[src/rtl/weight_load_ctrl.sv]
// rtl/weight_load_ctrl.sv - weight tile read sequencer for the systolic array
// Issues W_ROWS reads per tile, waits out the column skew, then holds tile_ready until compute_done.
module weight_load_ctrl #(
  parameter int SYS_COLS = 3,
  parameter int W_ROWS   = 3,
  parameter int TILE_W   = 8
) (
  input  logic                          clk_i,
  input  logic                          rst_i,
  input  logic                          start_i,
  input  logic [TILE_W-1:0]             num_tiles_i,
  input  logic                          stall_i,
  input  logic                          compute_done_i,
  output logic                          rd_o,
  output logic [$clog2(W_ROWS+1)-1:0]   row_idx_o,
  output logic [TILE_W-1:0]             tile_idx_o,
  output logic                          tile_ready_o,
  output logic                          busy_o,
  output logic                          done_o
);

  localparam int RW = $clog2(W_ROWS + 1);
  localparam int DW = (SYS_COLS > 1) ? $clog2(SYS_COLS) : 1;
  localparam logic [RW-1:0] ROWS_FULL  = RW'(W_ROWS);
  localparam logic [DW-1:0] DRAIN_LAST = DW'((SYS_COLS > 1) ? SYS_COLS - 2 : 0);

  typedef enum logic [2:0] {IDLE, LOAD, DRAIN, WAIT, DONE} state_e;

  state_e             state_q;
  logic [RW-1:0]      row_idx_q, row_idx_d;
  logic [TILE_W-1:0]  tile_idx_q, tile_idx_d, num_q;
  logic [DW-1:0]      drain_q;
  logic               tile_ready_q, busy_q, done_q;
  logic               last_tile;

  // Read strobe is combinational so a stall suppresses the beat in the same cycle.
  assign rd_o       = (state_q == LOAD) && !stall_i;
  assign row_idx_d  = (row_idx_q == ROWS_FULL) ? row_idx_q : row_idx_q + RW'(1);
  assign tile_idx_d = tile_idx_q + TILE_W'(1);
  assign last_tile  = (tile_idx_q == num_q - TILE_W'(1));

  always_ff @(posedge clk_i) begin
    if (rst_i) begin
      state_q      <= IDLE;
      row_idx_q    <= '0;
      tile_idx_q   <= '0;
      num_q        <= '0;
      drain_q      <= '0;
      tile_ready_q <= 1'b0;
      busy_q       <= 1'b0;
      done_q       <= 1'b0;
    end else begin
      case (state_q)
        IDLE: begin
          if (start_i) begin
            num_q      <= num_tiles_i;
            tile_idx_q <= '0;
            row_idx_q  <= '0;
            busy_q     <= 1'b1;
            if (num_tiles_i == '0) begin
              state_q <= DONE;
              done_q  <= 1'b1;
            end else begin
              state_q <= LOAD;
            end
          end
        end
        LOAD: begin
          if (!stall_i) begin
            row_idx_q <= row_idx_d;
            if (row_idx_d == ROWS_FULL) begin
              drain_q <= '0;
              if (SYS_COLS == 1) begin
                state_q      <= WAIT;
                tile_ready_q <= 1'b1;
              end else begin
                state_q <= DRAIN;
              end
            end
          end
        end
        DRAIN: begin
          if (drain_q == DRAIN_LAST) begin
            state_q      <= WAIT;
            tile_ready_q <= 1'b1;
          end else begin
            drain_q <= drain_q + DW'(1);
          end
        end
        WAIT: begin
          if (compute_done_i) begin
            tile_ready_q <= 1'b0;
            row_idx_q    <= '0;
            if (last_tile) begin
              state_q <= DONE;
              done_q  <= 1'b1;
            end else begin
              tile_idx_q <= tile_idx_d;
              state_q    <= LOAD;
            end
          end
        end
        DONE: begin
          done_q  <= 1'b0;
          busy_q  <= 1'b0;
          state_q <= IDLE;
        end
        default: state_q <= IDLE;
      endcase
    end
  end

  assign row_idx_o    = row_idx_q;
  assign tile_idx_o   = tile_idx_q;
  assign tile_ready_o = tile_ready_q;
  assign busy_o       = busy_q;
  assign done_o       = done_q;

endmodule

[config.mk]
export PLATFORM = sky130hd
export DESIGN_NAME = weight_load_ctrl
export DESIGN_NICKNAME = d
export VERILOG_FILES = /design/src/rtl/weight_load_ctrl.sv
export SDC_FILE = /design/constraint.sdc
export NUM_CORES = 1
export LEC_CHECK = 0
export ABC_CLOCK_PERIOD_IN_PS = 2320
export CAP_MARGIN = 20
export CORE_MARGIN = 4
export CORE_UTILIZATION = 47
export CTS_CLUSTER_DIAMETER = 200
export CTS_CLUSTER_SIZE = 8
export DETAILED_ROUTE_END_ITERATION = 8
export PLACE_DENSITY = 0.75
export SLEW_MARGIN = 20
export SYNTH_ARGS = -nofsm -noshare
export SYNTH_HDL_FRONTEND = slang
export SYNTH_SLANG_ARGS = --single-unit
export TNS_END_PERCENT = 1
[constraint.sdc]
create_clock -name clk_i -period 2.32 [get_ports clk_i]
set_input_delay 0.58 -clock clk_i [delete_from_list [all_inputs] [get_ports clk_i]]
set_output_delay 0.58 -clock clk_i [all_outputs]
set_load 0.05 [all_outputs]
-- Yosys cells after proc, flatten, opt, wreduce, memory -nomap -nowiden
Index checks and enable logic that the tools add are counted.
- shifts and indexed selects: 0
- $lt $le $gt $ge: 0
- multiply operators: 0
- eq/ne operators: 17
- reduce and logical (&&, ||, !) cells: 18
- mux-type cells: 31
- div/mod/pow operators: 0
- bitwise gates (word level): 0
- add/subtract/negate cells: 4
- operators with widths (operator ; number):
    $mux 8 ; 3
    $mux 3 ; 7
    $ne 2x2->1 const B ; 8
    $pmux 8 s2 ; 1
    $mux 2 ; 7
    $pmux 3 s4 ; 1
    $reduce_and 4->1 ; 3
    $reduce_and 5->1 ; 2
    $add 8x1->8 const B ; 1
    $eq 8x8->1 ; 1
    $logic_not 8->1 ; 1
    $reduce_bool 2->1 ; 4
    $sub 8x1->8 const B ; 1
    $mux 1 ; 7
    $eq 3x2->1 const B ; 2
    $pmux 2 s3 ; 1
    $reduce_bool 3->1 ; 2
    $add 2x1->2 const B ; 2
    $eq 2x2->1 const B ; 2
    $pmux 1 s2 ; 2
    $pmux 2 s2 ; 1
    $reduce_and 2->1 ; 2
    $eq 3x1->1 const B ; 1
    $eq 3x3->1 const B ; 1
    other kinds (7) ; 7
- register bits: 26
- latch bits: 0
- RAM bits: 0
- memories kept: 0
- ROM bits: 0
- logic and storage cells: 78

-- Longest topological paths before layout
Gate-level depths: netlist of run 1.
- depth in word-level cells: 6
- mapped depth: 11
- mapped depth without buffers: 9

-- Worst setup path after synthesis of run 1
OpenSTA, ideal clock, no wires.
- kind: register -> output
- start: register state_q[0]
- end: output port rd_o
- buffers on the path: 1
- cell stages (with the launch flop): 4
- data arrival time: 2.299 ns
- path slack: -0.559 ns
- path through: dfxtp_1 -> clkbuf_1 -> inv_1 -> nor4_1
- cells in the longest elaborated chain, start to end: 2
- ends and longest elaborated chain (element ; line ; RTL):
    start: declaration ; 29 ; state_e state_q;
    start signal: assignment ; 44 ; state_q <= IDLE;
    start signal: assignment ; 61 ; state_q <= DONE;
    start signal: assignment ; 64 ; state_q <= LOAD;
    $eq 3x1->1 ; 37 ; assign rd_o = (state_q == LOAD) && !stall_i;
    $logic_and 1x1->1 ; 37 ;
    end: declaration ; 14 ; output logic rd_o,
Every way passes these cells.

-- Final worst setup path of run 1
- start: register num_q[1]
- end: register tile_idx_q[7], in the netlist tile_idx_o[7]
- cells in the longest elaborated chain, start to end: 4
- ends and longest elaborated chain (element ; line ; RTL):
    start: declaration ; 31 ; logic [TILE_W-1:0] tile_idx_q, tile_idx_d, num_q;
    start signal: assignment ; 56 ; num_q <= num_tiles_i;
    $sub 8x1->8 ; 40 ; assign last_tile = (tile_idx_q == num_q - TILE_W'(1));
    $eq 8x8->1 ; 40 ;
    $ne 2x2->1 (no source line) ; -- ;
    $reduce_and 4->1 (no source line) ; -- ;
    end signal: assignment ; 98 ; tile_idx_q <= tile_idx_d;
    end: declaration ; 31 ;
Every way passes these cells.
A chain may end at the register's enable or synchronous reset.

==> flow_summary.html, run 1 <==
<table>
<tr><th>Metric</th><th>Value</th></tr>
<tr><th colspan="2">Die</th></tr>
<tr><td>Std cell rows</td><td>20</td></tr>
<tr><td>Die Y</td><td>64.5 um</td></tr>
<tr><td>Area of the core region</td><td>0.00305 sq mm</td></tr>
<tr><td>Starting density of the core</td><td>about half</td></tr>
<tr><td>Die W</td><td>64.5 um</td></tr>
<tr><td>Number of top-level pins</td><td>27</td></tr>
<tr><td>DIE AREA</td><td>0.00417 sq mm</td></tr>
<tr><th colspan="2">Worst setup path</th></tr>
<tr><td>Start point of the critical path</td><td>num_q[1]</td></tr>
<tr><td>R2R Path Start</td><td>num_q[1]</td></tr>
<tr><td>Data required time at the worst endpoint</td><td>around 2.6 ns</td></tr>
<tr><td>Kind of cell adding the most delay to the critical path</td><td>compound AO/OA/AOI/OAI gates</td></tr>
<tr><td>CP Cell Sequence</td><td>inv_2, ha_4, xor2_1, nor2_1, o31a_1, a311oi_2, a31oi_4, or4_4, a21oi_2</td></tr>
<tr><td>Critical path's largest stage delay</td><td>0.54 ns</td></tr>
<tr><td>Setup slack on the worst flop-to-flop path</td><td>0.02 ns</td></tr>
<tr><td>Critical path class</td><td>reg -&gt; reg</td></tr>
<tr><td>Data arrival time of the critical path</td><td>2.55 ns</td></tr>
<tr><td>Reg-to-reg critical path endpoint</td><td>tile_idx_o[7]</td></tr>
<tr><td>Slowest-stage cell, CP</td><td>or4_4</td></tr>
<tr><td>Cell depth of the worst setup path</td><td>9</td></tr>
<tr><td>Crit start category</td><td>flop</td></tr>
<tr><td>Critical path buffer and inverter count</td><td>1</td></tr>
<tr><td>Critical Path End Type</td><td>flop</td></tr>
<tr><td>Worst Setup EP</td><td>tile_idx_o[7]</td></tr>
<tr><td>Maximum fanout along the worst path</td><td>5</td></tr>
<tr><td>Number of cells on the worst reg-to-reg path</td><td>9</td></tr>
<tr><th colspan="2">Final layout</th></tr>
<tr><td>Final Cell Area</td><td>between 0.0015 and 0.002 sq mm</td></tr>
<tr><td>Number of nets in the layout</td><td>239</td></tr>
<tr><td>Commonest cells after routing, fill and taps aside</td><td>32 x nand2_1, 24 x clkdlybuf4s50_1, 22 x a21oi_1, 22 x dfxtp_1, 13 x nor2_1</td></tr>
<tr><td>Sequential standard cell area</td><td>526 sq um</td></tr>
<tr><td>Area growth from synthesis to layout</td><td>27.4%</td></tr>
<tr><td>Ratio of cells with drive above 1 in the final layout</td><td>14.9%</td></tr>
<tr><td>Combined area of the multi-input logic cells</td><td>956 sq um</td></tr>
<tr><td>Most common cell after layout, fill and taps aside</td><td>nand2_1</td></tr>
<tr><td>Post-layout utilization of the core</td><td>between 60% and 70%</td></tr>
<tr><td>Final antenna diode count</td><td>0</td></tr>
<tr><td>Layout filler cell count</td><td>281</td></tr>
<tr><th colspan="2">Detailed routing</th></tr>
<tr><td>DR vias/cell</td><td>5.69</td></tr>
<tr><td>Final routed wirelength across all metal layers</td><td>3.77 mm</td></tr>
<tr><td>Number of vias in the routed layout</td><td>1509</td></tr>
<tr><td>Remaining DRCs</td><td>0</td></tr>
<tr><td>Count of nets left with antenna violations after detail routing</td><td>0</td></tr>
<tr><td>Iteration-0 DRC count of the detailed router</td><td>84</td></tr>
<tr><td>Wirelength per Cell</td><td>14.2 um</td></tr>
<tr><td>DRT Pass-1 Iters</td><td>4</td></tr>
<tr><th colspan="2">Timing</th></tr>
<tr><td>Maximum clock frequency</td><td>435 MHz</td></tr>
<tr><td>Minimum clock period after layout</td><td>2.30 ns</td></tr>
<tr><td>Max-slew headroom</td><td>65.8%</td></tr>
<tr><td>Slew Viols, Final</td><td>0</td></tr>
<tr><td>Unrepaired setup endpoints after global routing</td><td>true</td></tr>
<tr><td>Smallest hold slack</td><td>around 0.47 ns</td></tr>
<tr><td>Skew final</td><td>0.00689 ns</td></tr>
<tr><td>Post-route fraction of the period consumed by the critical path</td><td>99.1%</td></tr>
<tr><td>Final hold vios</td><td>0</td></tr>
<tr><td>Slew @ Worst Pin</td><td>0.500 ns</td></tr>
<tr><td>Setup-failing EPs final</td><td>0</td></tr>
<tr><th colspan="2">Synthesis</th></tr>
<tr><td>Synthesis Warnings</td><td>0</td></tr>
<tr><td>Share of the yosys chip area belonging to registers</td><td>34.6%</td></tr>
<tr><td>Top_reg_cell synth</td><td>dfxtp_1</td></tr>
<tr><td>Biggest area contributors in the synthesized netlist</td><td>dfxtp_1 35%, a21oi_1 8.3%, nand2_1 8.0%, xnor2_1 4.7%, nor2_1 3.5%</td></tr>
<tr><td>Most area-hungry cell type in the Yosys netlist</td><td>dfxtp_1</td></tr>
<tr><td>Per-instance average area after synthesis</td><td>7.71 sq um</td></tr>
<tr><td>Async set or reset register ratio after synthesis</td><td>0%</td></tr>
<tr><td>Number of storage elements in the synthesis netlist</td><td>26</td></tr>
<tr><td>Synthesized cell area</td><td>0.00150 sq mm</td></tr>
<tr><td>Number of distinct library cell variants in the gate-level netlist after synthesis</td><td>42</td></tr>
<tr><td>Count of mapped cells out of synthesis</td><td>195</td></tr>
<tr><td>Net count after synthesis</td><td>211</td></tr>
<tr><td>Yosys top cell area share</td><td>34.6%</td></tr>
<tr><td>Count of flip-flops with a built-in enable after synthesis</td><td>0</td></tr>
<tr><th colspan="2">Global route</th></tr>
<tr><td>Wire length of the first global-routing pass</td><td>6.21 mm</td></tr>
<tr><td>Leftover overflow at the end of global routing</td><td>0</td></tr>
<tr><td>Overall fraction of global-route tracks in use</td><td>18.1%</td></tr>
<tr><td>Vias in the first global route</td><td>1510</td></tr>
<tr><td>Largest net degree at the start of global routing</td><td>19</td></tr>
<tr><td>Number of antenna violations at the first check in global routing</td><td>0</td></tr>
<tr><th colspan="2">Power</th></tr>
<tr><td>Leakage component of the power</td><td>roughly 0.00064 uW</td></tr>
<tr><td>Power per cell area</td><td>492 mW/mm^2</td></tr>
<tr><td>Worst-case vdd ir drop</td><td>approximately 240 uV</td></tr>
<tr><td>Final Total Pwr</td><td>941 uW</td></tr>
<tr><th colspan="2">Placed design</th></tr>
<tr><td>RD Place Congestion</td><td>0.868</td></tr>
<tr><td>Placement Cell Area</td><td>0.00183 sq mm</td></tr>
<tr><td>DP HPWL</td><td>2.85 mm</td></tr>
<tr><td>Port Buffers</td><td>26</td></tr>
<tr><th colspan="2">Clocking</th></tr>
<tr><td>Clock-pin transition on the worst setup and hold timing paths</td><td>0.13 ns</td></tr>
<tr><td>Clock tree sinks</td><td>26</td></tr>
<tr><td>Clk root buf</td><td>clkbuf_4</td></tr>
<tr><td>TritonCTS clock tree</td><td>built</td></tr>
<tr><td>Bufs on Longest Clock Path</td><td>2</td></tr>
<tr><td>Clk_lat worst skew</td><td>0.31 ns</td></tr>
<tr><td>Level count of the clock H-tree</td><td>1</td></tr>
<tr><td>TritonCTS Buffers</td><td>3</td></tr>
<tr><th colspan="2">Job</th></tr>
<tr><td>Max cap viols</td><td>0</td></tr>
<tr><th colspan="2">Hold path</th></tr>
<tr><td>Tightest Hold Check Type</td><td>reg -&gt; reg</td></tr>
<tr><th colspan="2">Status</th></tr>
<tr><td>Outcome</td><td>finished clean</td></tr>
</table>
## metal layers
metal / vias to the layer above / track usage, % / share of wire [%]
li1: 742 / - / -
met3: 6 / 2.77 / 3.0
met4: 0 / 6.07 / 1.1
met5: - / 0 / 0
met1: 731 / 20.8 / 42
met2: 30 / 33.9 / 54
## report_power, final
part,total [uW],internal [uW],switching [uW]
Clock,185,60.7,125
Combinational,260,115,145
Sequential,496,467,28.9
## worst register-to-register path: stages (launching register included)
cell and delay [ns]:
dfxtp_2 0.38, inv_2 0.05, ha_4 0.16, xor2_1 0.12, nor2_1 0.05, o31a_1 0.36, a311oi_2 0.37, a31oi_4 0.09
or4_4 0.54, a21oi_2 0.13
## cell type report
| cell class | count | share of cell area (%) |
|---|---|---|
| clock buffers | 3 | 1.18 |
| inverters | 8 | 1.57 |
| multi-input cells | 151 | 49.9 |
| flip-flops and latches | 26 | 27.5 |
| well taps | 44 | 2.88 |
| repair buffers | 33 | 17.0 |
## cells in the mapped netlist (3+ instances only)
library cell	count
nand3_1	8
nor2_1	14
nand2_1	32
ha_1	3
xor2_1	4
inv_1	8
or3_1	4
nor4_1	3
dfxtp_1	26
o21ai_0	5
nor3_1	9
mux2i_1	3
nand2b_1	3
xnor2_1	8
o31ai_1	4
a21oi_1	25
or4_1	3
clkbuf_1	5
## worst min path at each step
stage | start | to | slack, ns | cells after the start
after global placement | done_o | done_o | 0.45 | 2
after floorplan | num_q[7] | num_q[7] | 0.45 | 2
after global routing | done_o | done_o | 0.50 | 2
after CTS | done_o | done_o | 0.47 | 2
after detailed placement | done_o | done_o | 0.45 | 2
final | done_o | done_o | 0.47 | 2
## state kept, by name (all words and copies together) (netlist names)
register / flops
busy_o: 1
row_idx_o: 2
drain_q: 2
tile_ready_o: 1
done_o: 1
state_q: 3
tile_idx_o: 8
num_q: 8
## metrics by stage
step / TNS, ns / setup slack [ns] / cells
after floorplan: 0 / 0.0313 / 195
after global placement: 0 / 0.0905 / 261
after detailed placement: 0 / 0.0250 / 261
after CTS: 0 / 0.0281 / 264
after global routing: -0.287 / -0.0667 / 265
final: 0 / 0.0219 / 265
## repair_timing
action                     in CTS  in global routing
hold buffers                    0                  0
setup endpoints to repair       1                 10
resized for setup               1                 18
pin swaps                       0                  6
buffers inserted                0                  1
## cells by family (layout without fill, tap and decap cells)
| logic type | after synthesis | after routing | synth area share [%] |
|---|---|---|---|
| simple gates | 85 | 85 | 28.1 |
| xor+xnor | 12 | 12 | 6.99 |
| flops | 26 | 26 | 34.6 |
| buf+inv | 18 | 44 | 5.58 |
| fa+ha+maj | 3 | 3 | 2.50 |
| mux | 3 | 3 | 2.00 |
| compound gates | 48 | 48 | 20.2 |
No activity file was read; power rests on OpenSTA's default activity.
==> inputs of run 2 (changes only) <==
==> constraint.sdc (replaced) <==
create_clock -name clk_i -period 2.32 [get_ports clk_i]
set_input_delay 0.58 -clock clk_i [delete_from_list [all_inputs] [get_ports clk_i]]
set_output_delay 0.58 -clock clk_i [all_outputs]
set_load 0.02 [all_outputs]
==> run 2 against run 1 <==
Worst setup slack better by 0.024 ns. Critical path depth increased by 1. Total power shrank 0.91%. Critical path type unchanged. Sequential share of layout area is 0.73 points lower. Wire length rose by 1.1%. Sequential power is 2% lower. Via count down 0.99%. Core utilization rose by 1.6 points. Non-clock buffer count increased by 4. Register-to-register slack improved by 0.02 ns. Die area unchanged.
==> flow_summary.html, run 2 (synthesis gave the netlist of run 1 again) <==
<table>
<tr><th>Metric</th><th>Value</th></tr>
<tr><th colspan="2">Clocking</th></tr>
<tr><td>Clock-pin transition on the worst setup and hold timing paths</td><td>0.13 ns</td></tr>
<tr><td>Level count of the clock H-tree</td><td>1</td></tr>
<tr><td>Clock tree sinks</td><td>26</td></tr>
<tr><td>TritonCTS clock tree</td><td>built</td></tr>
<tr><td>Clk_lat worst skew</td><td>a little over 0.3 ns</td></tr>
<tr><td>TritonCTS Buffers</td><td>3</td></tr>
<tr><td>Bufs on Longest Clock Path</td><td>2</td></tr>
<tr><td>Clk root buf</td><td>clkbuf_4</td></tr>
<tr><th colspan="2">Detailed routing</th></tr>
<tr><td>Number of vias in the routed layout</td><td>1494</td></tr>
<tr><td>Count of nets left with antenna violations after detail routing</td><td>0</td></tr>
<tr><td>Iteration-0 DRC count of the detailed router</td><td>82</td></tr>
<tr><td>Remaining DRCs</td><td>0</td></tr>
<tr><td>Wirelength per Cell</td><td>14.2 um</td></tr>
<tr><td>DR vias/cell</td><td>5.55</td></tr>
<tr><td>Final routed wirelength across all metal layers</td><td>between 3 and 4 mm</td></tr>
<tr><td>DRT Pass-1 Iters</td><td>4</td></tr>
<tr><th colspan="2">Worst setup path</th></tr>
<tr><td>Reg-to-reg critical path endpoint</td><td>tile_idx_o[4]</td></tr>
<tr><td>Setup slack on the worst flop-to-flop path</td><td>roughly 0.046 ns</td></tr>
<tr><td>Critical path class</td><td>reg -&gt; reg</td></tr>
<tr><td>Maximum fanout along the worst path</td><td>6</td></tr>
<tr><td>Crit start category</td><td>flop</td></tr>
<tr><td>Critical path buffer and inverter count</td><td>2</td></tr>
<tr><td>Critical path's largest stage delay</td><td>0.37 ns</td></tr>
<tr><td>CP Cell Sequence</td><td>inv_2, ha_4, xor2_1, nor2_1, o31a_1, a311oi_2, a31oi_4, buf_6, or3_4, a21oi_2</td></tr>
<tr><td>Kind of cell adding the most delay to the critical path</td><td>compound AO/OA/AOI/OAI gates</td></tr>
<tr><td>Slowest-stage cell, CP</td><td>a311oi_2</td></tr>
<tr><td>Critical Path End Type</td><td>flop</td></tr>
<tr><td>Data arrival time of the critical path</td><td>about 2.5 ns</td></tr>
<tr><td>Data required time at the worst endpoint</td><td>2.58 ns</td></tr>
<tr><td>Number of cells on the worst reg-to-reg path</td><td>10</td></tr>
<tr><td>R2R Path Start</td><td>num_q[1]</td></tr>
<tr><th colspan="2">Timing</th></tr>
<tr><td>Setup-failing EPs final</td><td>0</td></tr>
<tr><td>Final worst setup slack</td><td>0.0463 ns</td></tr>
<tr><td>Minimum clock period after layout</td><td>roughly 2.3 ns</td></tr>
<tr><td>Unrepaired setup endpoints after global routing</td><td>true</td></tr>
<tr><td>Slew Viols, Final</td><td>0</td></tr>
<tr><td>Slew @ Worst Pin</td><td>0.681 ns</td></tr>
<tr><td>Maximum clock frequency</td><td>between 400 and 500 MHz</td></tr>
<tr><td>Smallest hold slack</td><td>0.490 ns</td></tr>
<tr><td>Final hold vios</td><td>0</td></tr>
<tr><td>Skew final</td><td>approximately 0.0053 ns</td></tr>
<tr><td>Post-route fraction of the period consumed by the critical path</td><td>98.0%</td></tr>
<tr><td>Max-slew headroom</td><td>between 50% and 60%</td></tr>
<tr><th colspan="2">Die</th></tr>
<tr><td>Number of top-level pins</td><td>27</td></tr>
<tr><td>Die Y</td><td>64.5 um</td></tr>
<tr><td>DIE AREA</td><td>around 0.0042 sq mm</td></tr>
<tr><td>Starting density of the core</td><td>49.2%</td></tr>
<tr><td>Area of the core region</td><td>0.00305 sq mm</td></tr>
<tr><td>Die W</td><td>64.5 um</td></tr>
<tr><td>Std cell rows</td><td>20</td></tr>
<tr><th colspan="2">Power</th></tr>
<tr><td>Internal power</td><td>644 uW</td></tr>
<tr><td>Worst-case vdd ir drop</td><td>309 uV</td></tr>
<tr><td>Combinational cell fraction of total power</td><td>approximately 28%</td></tr>
<tr><td>Clock network fraction of design power</td><td>20.2%</td></tr>
<tr><td>Switching share of power</td><td>30.9%</td></tr>
<tr><td>Net switching power</td><td>288 uW</td></tr>
<tr><td>Leakage component of the power</td><td>0.000646 uW</td></tr>
<tr><td>Sequential Power Share</td><td>between 50 and 60%</td></tr>
<tr><td>Power per cell area</td><td>~480 mW/mm^2</td></tr>
<tr><td>Final Total Pwr</td><td>933 uW</td></tr>
<tr><th colspan="2">Placed design</th></tr>
<tr><td>Port Buffers</td><td>26</td></tr>
<tr><td>DP HPWL</td><td>2.82 mm</td></tr>
<tr><td>RD Place Congestion</td><td>0.871</td></tr>
<tr><td>Placement Cell Area</td><td>~0.0018 sq mm</td></tr>
<tr><td>Worst setup slack before clock tree synthesis</td><td>-0.189 ns</td></tr>
<tr><th colspan="2">Global route</th></tr>
<tr><td>Overall fraction of global-route tracks in use</td><td>between 10% and 20%</td></tr>
<tr><td>Wire length of the first global-routing pass</td><td>between 6 and 7 mm</td></tr>
<tr><td>Largest net degree at the start of global routing</td><td>19</td></tr>
<tr><td>Leftover overflow at the end of global routing</td><td>0</td></tr>
<tr><td>Vias in the first global route</td><td>~1400</td></tr>
<tr><td>Number of antenna violations at the first check in global routing</td><td>0</td></tr>
<tr><th colspan="2">Final layout</th></tr>
<tr><td>Final antenna diode count</td><td>0</td></tr>
<tr><td>Area growth from synthesis to layout</td><td>30.6%</td></tr>
<tr><td>Most common cell after layout, fill and taps aside</td><td>nand2_1</td></tr>
<tr><td>Number of nets in the layout</td><td>243</td></tr>
<tr><td>Final Cell Area</td><td>0.00196 sq mm</td></tr>
<tr><td>Commonest cells after routing, fill and taps aside</td><td>32 x nand2_1, 25 x clkdlybuf4s50_1, 23 x dfxtp_1</td></tr>
<tr><td>Layout filler cell count</td><td>approximately 270</td></tr>
<tr><td>Ratio of cells with drive above 1 in the final layout</td><td>between 15 and 20%</td></tr>
<tr><td>Sequential standard cell area</td><td>~520 sq um</td></tr>
<tr><td>Combined area of the multi-input logic cells</td><td>985 sq um</td></tr>
<tr><th colspan="2">Hold path</th></tr>
<tr><td>Hold path endpoint</td><td>done_o</td></tr>
<tr><td>Hold depth</td><td>2</td></tr>
<tr><td>Tightest Hold Check Type</td><td>reg -&gt; reg</td></tr>
<tr><td>Hold Startpoint</td><td>done_o</td></tr>
<tr><th colspan="2">Job</th></tr>
<tr><td>Max cap viols</td><td>0</td></tr>
<tr><th colspan="2">Status</th></tr>
<tr><td>Outcome</td><td>finished clean</td></tr>
</table>
-- run 2: cell count changes in the layout (fill, tap and decap cells not counted), sizes merged --
cell / previous run / this run
buf: 8 / 11
clkdlybuf4s50: 24 / 25
dlygate4sd2: 0 / 1
dlymetal6s2s: 1 / 0
-- run 2: what timing repair did --
item	in CTS	in global routing
hold buffers	0	0
setup endpoints to repair	3	8
resized for setup	2	22
setup buffers	0	0
pin swaps	0	10
hold endpoints to repair	0	0
-- run 2: power groups by stage --
stage                     Clock (uW)  Sequential (uW)  Combinational, uW
final                            188              488                256
after global placement             0              494                233
after global routing             207              490                284
after floorplan                    0              496                157
after CTS                        192              485                241
after detailed placement           0              495                240
-- run 2: final cells by class --
type / count / share of cell area [%]
Sequential cell: 26 / 26.7
Multi-Input combinational cell: 151 / 50.2
Clock buffer: 3 / 1.15
Inverter: 8 / 1.53
Timing Repair Buffer: 37 / 17.6
Tap cell: 44 / 2.81
-- run 2: per-layer routing --
metal  part of all wire, %  routed length [um]  vias up  global-route usage (%)
met5                     0                   0        -                       0
met4                  0.50                  19        0                    3.43
met3                   2.6                  98        4                    2.95
met2                    51                1950       26                    31.7
met1                    46                1740      709                    22.6
li1                      -                   -      755                       -
-- run 2: how the worst max path moves through the flow --
stage / startpoint / endpoint / slack [ns] / depth (start not counted)
finish: num_q[1] / tile_idx_o[4] / 0.05 / 10
global route: num_q[1] / tile_idx_o[6] / -0.06 / 10
CTS: num_q[0] / tile_idx_o[5] / 0.03 / 9
detailed placement: stall_i / rd_o / -0.19 / 3
global placement: stall_i / rd_o / -0.15 / 3
floorplan: num_q[0] / tile_idx_o[7] / 0.10 / 10
-- run 2: worst register-to-register path, cell delays in order, from the launching register on --
cell      delay [ns]
dfxtp_2         0.35
inv_2           0.07
ha_4            0.17
xor2_1          0.15
nor2_1          0.05
o31a_1          0.35
a311oi_2        0.37
a31oi_4         0.10
buf_6           0.16
or3_4           0.35
a21oi_2         0.11
-- run 2: through the flow --
step	setup TNS [ns]	cells	util (%)
after floorplan	0	195	-
after global placement	-0.152	266	60.5
after detailed placement	-0.206	266	60.5
after CTS	0	269	61.3
after global routing	-0.239	269	64.3
final	0	269	64.3
